### config.mk
export PLATFORM = sky130hd
export DESIGN_NAME = link_ingress_buf
export DESIGN_NICKNAME = d
export VERILOG_FILES = /design/src/rtl/link_ingress_buf.sv
export SDC_FILE = /design/constraint.sdc
export NUM_CORES = 1
export LEC_CHECK = 0
export BUFFER_PORTS_ARGS = -buffer_cell sky130_fd_sc_hd__buf_2
export CAP_MARGIN = 20
export CORE_MARGIN = 4
export CORE_UTILIZATION = 30
export CTS_BUF_LIST = sky130_fd_sc_hd__clkbuf_8 sky130_fd_sc_hd__clkbuf_16
export DETAILED_ROUTE_END_ITERATION = 8
export PLACE_DENSITY = 0.57
export SLEW_MARGIN = 20
export SYNTH_ARGS = -nofsm -noshare
export SYNTH_HDL_FRONTEND = slang
export SYNTH_SLANG_ARGS = --single-unit
### constraint.sdc
create_clock -name clk -period 2.7 [get_ports clk]
set_input_delay 0.135 -clock clk [delete_from_list [all_inputs] [get_ports clk]]
set_output_delay 0.135 -clock clk [all_outputs]
set_load 0.01 [all_outputs]
### src/rtl/link_ingress_buf.sv
`default_nettype none
// ============================================================================
//  Module      : link_ingress_buf
//  Description : Router-side ingress buffer for one NI-to-router link.
//                Captures the NI flit stream into a show-ahead FIFO, drives
//                channel_busy back to the NI, and presents the head flit to
//                the crossbar with a valid/ready handshake.
//                Optional feature macro: LINK_PARITY_CHECK_EN
//                  defined   -> flits with bad parity (MSB) are dropped,
//                               flagged and counted
//                  undefined -> every requested flit is stored as-is
//  Revision    : 1.0 - initial release
// ============================================================================

`ifndef HDR_SZ
`define HDR_SZ 4
`endif
`ifndef PL_SZ
`define PL_SZ 8
`endif
`ifndef ADDR_SZ
`define ADDR_SZ 4
`endif

module link_ingress_buf #(
    parameter int AW    = 2,
    parameter int ERR_W = 8
) (
    input  logic                                  clk,
    input  logic                                  reset,
    input  logic [`HDR_SZ+`PL_SZ+`ADDR_SZ-1:0]    in_item,
    input  logic                                  in_req,
    output logic                                  channel_busy,
    output logic [`HDR_SZ+`PL_SZ+`ADDR_SZ-1:0]    out_item,
    output logic [`ADDR_SZ-1:0]                   out_dest,
    output logic                                  out_valid,
    input  logic                                  out_ready,
    output logic                                  overflow,
    output logic                                  parity_err,
    output logic [ERR_W-1:0]                      err_cnt
);

    localparam int             c_W         = `HDR_SZ + `PL_SZ + `ADDR_SZ;
    localparam int             c_DEPTH     = 2 ** AW;
    localparam logic [AW:0]    c_FULL_CNT  = (AW + 1)'(c_DEPTH);
    localparam logic [AW:0]    c_BUSY_CNT  = (AW + 1)'(c_DEPTH - 1);

    logic [c_W-1:0] r_mem [c_DEPTH];
    logic [AW-1:0]  r_rd_ptr;
    logic [AW-1:0]  r_wr_ptr;
    logic [AW:0]    r_count;
    logic           r_overflow;

    logic           w_parity_good;
    logic           w_push_ok;
    logic           w_full;
    logic           w_pop;
    logic           w_push;

`ifdef LINK_PARITY_CHECK_EN
    // MSB carries the parity of the remaining bits
    assign w_parity_good = (in_item[c_W-1] == ^in_item[c_W-2:0]);
`else
    assign w_parity_good = 1'b1;
`endif

    assign w_push_ok = in_req & w_parity_good;
    assign w_full    = (r_count == c_FULL_CNT);
    assign w_pop     = out_valid & out_ready;
    // A full FIFO still accepts when the head leaves in the same cycle
    assign w_push    = ~reset & w_push_ok & (~w_full | w_pop);

    // Busy one entry early: the NI already has one flit in flight when it sees busy
    assign channel_busy = reset | (r_count >= c_BUSY_CNT);

    assign out_valid = (r_count != '0);
    assign out_item  = r_mem[r_rd_ptr];
    assign out_dest  = out_item[`ADDR_SZ-1:0];
    assign overflow  = r_overflow;

    // Storage array; contents are don't-care after reset so it carries no reset
    always_ff @(posedge clk) begin
        if (w_push) begin
            r_mem[r_wr_ptr] <= in_item;
        end
    end

    // Pointers and occupancy; pointer width makes wrap-around implicit
    always_ff @(posedge clk) begin
        if (reset) begin
            r_rd_ptr <= '0;
            r_wr_ptr <= '0;
            r_count  <= '0;
        end else begin
            if (w_push) begin
                r_wr_ptr <= r_wr_ptr + 1'b1;
            end
            if (w_pop) begin
                r_rd_ptr <= r_rd_ptr + 1'b1;
            end
            case ({w_push, w_pop})
                2'b10:   r_count <= r_count + 1'b1;
                2'b01:   r_count <= r_count - 1'b1;
                default: r_count <= r_count;
            endcase
        end
    end

    // Sticky drop flag: a good flit arrived while full with no head leaving
    always_ff @(posedge clk) begin
        if (reset) begin
            r_overflow <= 1'b0;
        end else if (w_push_ok && w_full && !w_pop) begin
            r_overflow <= 1'b1;
        end
    end

`ifdef LINK_PARITY_CHECK_EN
    logic             r_parity_err;
    logic [ERR_W-1:0] r_err_cnt;
    logic             w_reject;

    assign w_reject   = in_req & ~w_parity_good;
    assign parity_err = r_parity_err;
    assign err_cnt    = r_err_cnt;

    // One-cycle reject pulse and saturating reject counter
    always_ff @(posedge clk) begin
        if (reset) begin
            r_parity_err <= 1'b0;
            r_err_cnt    <= '0;
        end else begin
            r_parity_err <= w_reject;
            if (w_reject && (r_err_cnt != {ERR_W{1'b1}})) begin
                r_err_cnt <= r_err_cnt + 1'b1;
            end
        end
    end
`else
    assign parity_err = 1'b0;
    assign err_cnt    = '0;
`endif

endmodule

`default_nettype wire

==> After elaboration in Yosys (flattened, before gate mapping) <==
Memories as Yosys holds them, arrays and structs flattened. A register that Yosys moved wholly into a read port is not among the register bits.
Index checks and enable logic that the tools add are counted.
{ "totals": {"reg_bits": 8, "out_inout_bits": 32, "latchBits": 0, "ram_bits": 64, "mem_count": 1, "mem_bits_ro": 0} }
{ "op_classes": {"n_lt_le_gt_ge": 1, "multipliers": 0, "shift": 0, "addsub": 4, "div": 0, "mux": 5, "n_eq_ne": 3, "bitwise_logic": 7, "reduce_logical": 5} }
{ "memory_table": {"columns": ["memory", "depth", "width", "rd", "rd_clocked_by_memory_dff", "write_ports", "line", "source"], "rows": [
  ["r_mem", 4, 16, 1, 1, 1, "48", "logic [c_W-1:0] r_mem [c_DEPTH];"]
]} }
{ "ops": {"columns": ["operator", "n"], "rows": [
  ["$pmux 3 s2", 1],
  ["$add 2x1->2 const B", 2],
  ["$mux 2", 2],
  ["$add 3x1->3 const B", 1],
  ["$and 1x1->1", 3],
  ["$eq 3x3->1 const B", 1],
  ["$ge 3x2->1 const B", 1],
  ["$reduce_bool 3->1", 1],
  ["$sub 3x1->3 const B", 1],
  ["$eq 2x1->1 const B", 1],
  ["$eq 2x2->1 const B", 1],
  ["$logic_and 1x1->1", 2],
  ["$mux 1", 2],
  ["$not 1->1", 2],
  ["$or 1x1->1", 2],
  ["$reduce_bool 2->1", 1],
  ["$logic_not 1->1", 1]
]} }

==> Longest topological paths before layout <==
{ "logic_depth": {"depth_word": 6, "ltp_mapped": 7} }

==> Worst setup path after synthesis <==
No wires, ideal clock.
{ "synth_path": {"path_kind": "register to register", "start": "register r_count[0]", "end": "register r_count[2]", "path_stages_with_launch": 8, "t_required_ns": 2.577, "setup_slack_ns": 0.866, "setup_time_ns": 0.123, "path_buffers": 0, "period_less_slack_ns": 1.834, "t_arrival_ns": 1.711, "cell_sequence": "dfxtp_1 -> or3_1 -> nand3_1 -> fa_1 -> inv_1 -> nor3_1 -> a31oi_1 -> mux2_1"} }
{ "synth_between": {"elab_chain_len": 6, "elab_cells_between_ends": 12} }
{ "synth_rtl": {"columns": ["item", "line", "source"], "rows": [
  ["from (decl)", "51", "logic [AW:0] r_count;"],
  ["from (signal assigned)", "102", "2'b10: r_count <= r_count + 1'b1;"],
  ["from (signal assigned)", "103", "2'b01: r_count <= r_count - 1'b1;"],
  ["from (signal assigned)", "104", "default: r_count <= r_count;"],
  ["$reduce_bool 3->1 *", "76", "assign out_valid = (r_count != '0);"],
  ["via out_valid", "36", "output logic out_valid,"],
  ["$and 1x1->1 *", "69", "assign w_pop = out_valid & out_ready;"],
  ["$or 1x1->1", "71", "assign w_push = ~reset & w_push_ok & (~w_full | w_pop);"],
  ["$and 1x1->1", "71", null],
  ["$eq 2x1->1 / $eq 2x2->1 (equally long branches)", "101", "case ({w_push, w_pop})"],
  ["$pmux 3 s2 / $reduce_bool 2->1 (equally long branches)", null, null]
]} }
Mark *: on every way through the listed nets, which the timed path passes. The rest lies on a longest branch.
A chain may end at the register's enable or synchronous reset.

==> metrics.txt <==
die area 11500 µm²; Clk pwr share 0.337; Yosys top cell area share 0.649; number of H-tree levels 3; crit path max fanout 11; width of the die 107 µm; outcome finished, final reports clean; post-synthesis adder-cell area fraction 0.0237; clk_lat worst skew 0.33 ns; cts repair resizes 0; main combinational cell family by area after synthesis multiplexers; top cells by area, synth edfxtp_1, mux4_2, dfxtp_1, buf_4, ha_1; Root Buffer clkbuf_8; DPL Wire Length 3.14 mm; cell leakage power 1.20 nW; clock transition at the registers of the reported paths 0.07 ns; die height roughly 110 µm; vias in the first global route 1444; Post-Syn Area 2960 µm²; Syn Inst Count 155; ys async rst share 0; max_cap viols 0; routability cong. roughly 0.66; Critical Path AT 1.92 ns; simple-gate portion of the synthesized area 0.0503; Diodes inserted 0; GRT Residual Overflow 0; setup violators final 0; Final Hold Viols 0; Placed Instance Area 3250 µm²; CTS tree done; Setup TNS Final 0 ns; CTS buffer count 9; first drt pass iteration count 5; global-route wire length before repair 7.60 mm; CTS Buffer Depth 2; most area-hungry cell type in the Yosys netlist edfxtp_1; final wirelength between 4 and 5 mm; Final ANT Viol Nets 0; Reg power frac 0.520; VDD IR max 0.268 mV; register area share after synthesis 0.717; DRT iter0 DRCs 105; setup bufs post-CTS 0; crit path kind flip-flop to primary output; PortBufs 42; DRC viols 0; via count approximately 1400; Post-Layout Cell Count between 300 and 400; Synth Area in XOR/XNOR 0.00888; row cnt 35; worst endpoint required time ~2.6 ns; largest net degree at the start of global routing 17; fraction of layout cells with a size suffix above 1 0.391; power density over the cells 749 nW/µm²; initial antenna violation count 0; Main synth FF type edfxtp_1; Nets 224; EDFF count, synth 64; area added between synthesis and finish 16.3%; CP startpoint kind flip-flop; CP endpoint kind primary output; mean post-synth cell area 19.1 µm²; Final Skew just under 0.006 ns; design area approximately 3400 µm²; Worst Hold Class primary input to flip-flop; synth unique cells 34; Placed Cells incl. Taps between 300 and 400; fin crit share 0.761; worst-margin pin slew 0.776 ns; CORE AREA approximately 9400 µm²; routed wire length per instance around 15 µm; post-synthesis mux area share 0.126; #FFs+latches synth 74; compound-gate portion of the synthesized area 0.0254; io pins 52; Int Power a little under 2 mW; drt via density ~4.3; relative slew slack 0.482; sw frac 0.232; Comb power frac 0.143; max-slew violation count 0; GRT Util Overall 0.0900; Hold Worst Slack 0.0145 ns; Ys Warns 0; Core Util, Final 0.366; Starting Density 0.314; fin crit period between 2 and 2.5 ns; Switch Pwr 598 µW; CTS Sinks 74; hold buffers post-CTS 0; RSZ-0062 raised after global routing no; fmax 487 MHz
-- power groups by stage --
stage          sequential, mW  combinational [mW]  clock (mW)
3_5_place_dp             1.37               0.378           0
4_1_cts                  1.34               0.380       0.893
6_report                 1.34               0.369       0.868
2_1_floorplan            1.34               0.292           0
3_3_place_gp             1.37               0.378           0
5_1_grt                  1.35               0.408       0.947
-- registers in the layout (all words and copies together) (netlist names), named ones only --
name / cells
r_mem: 64
r_count: 3
r_rd_ptr: 2
r_wr_ptr: 2
overflow: 1
-- final timing paths --
kind / startpoint / to / slack [ns] / cells after the start
setup / recovery: flip-flop / out_item[8] / 0.65 / 3
hold / removal: in_item[13] / r_mem[2][13] / 0.01 / 1
setup reg to reg: r_count[0] / r_count[2] / 0.82 / 7
hold reg to reg: overflow / overflow / 0.47 / 2
-- through the flow --
stage	setup slack (ns)	power, mW
floorplan	0.866	1.63
global placement	0.876	1.74
detailed placement	0.828	1.74
CTS	0.562	2.61
global route	0.471	2.70
finish	0.645	2.58
-- layer usage --
| layer | up-vias | routed length [µm] | global-route usage |
|---|---|---|---|
| li1 | 662 | - | - |
| met1 | 716 | 1980 | 0.104 |
| met2 | 40 | 2430 | 0.143 |
| met3 | 10 | 308 | 0.0300 |
| met4 | 0 | 129 | 0.0575 |
| met5 | - | 0 | 0 |
-- synthesized netlist by cell type, drive strengths merged (2+ instances only) --
cell type  number
a211oi          2
and2            4
buf            16
clkbuf          2
dfxtp          10
edfxtp         64
ha              4
inv             5
mux4           16
nor2            8
nor3            3
o31ai           2
xnor2           2
-- area by class of cell --
type                    count  area (µm²)
clock buffers               9         124
clock inverters             5        72.6
fillers                   886        5970
inverters                   5        18.8
multi-input cells          66         726
flip-flops and latches     74        2120
well taps                 129         161
repair buffers             43         218
-- worst max-delay path, cell delays in order, from the launching register on --
cell     delay [ns]
dfxtp_1        0.54
buf_4          0.33
mux4_2         0.55
buf_2          0.16
-- cell families (layout without fill, tap and decap cells) --
logic type               count (synthesis)  in the layout
other                                    1              9
XOR/XNOR                                 3              3
AND/OR/NAND/NOR                         23             23
AO/OA/AOI/OAI                            9              9
flip-flops                              74             74
buffers and inverters                   23             62
multiplexers                            17             17
adder cells (fa/ha/maj)                  5              5
-- layout by cell type (no fill, tap or decap), drive strengths merged, types with 2 or more instances in the layout --
cell and instances:
buf 43, inv 6, bufinv 2, a211oi 2
clkinv 2, conb 9, edfxtp 64, clkbuf 9
nor2 8, ha 4, and2 4, nor3 3
mux4 16, o31ai 2, dfxtp 10, xnor2 2
Note: power is estimated with default switching activity, not from simulation.
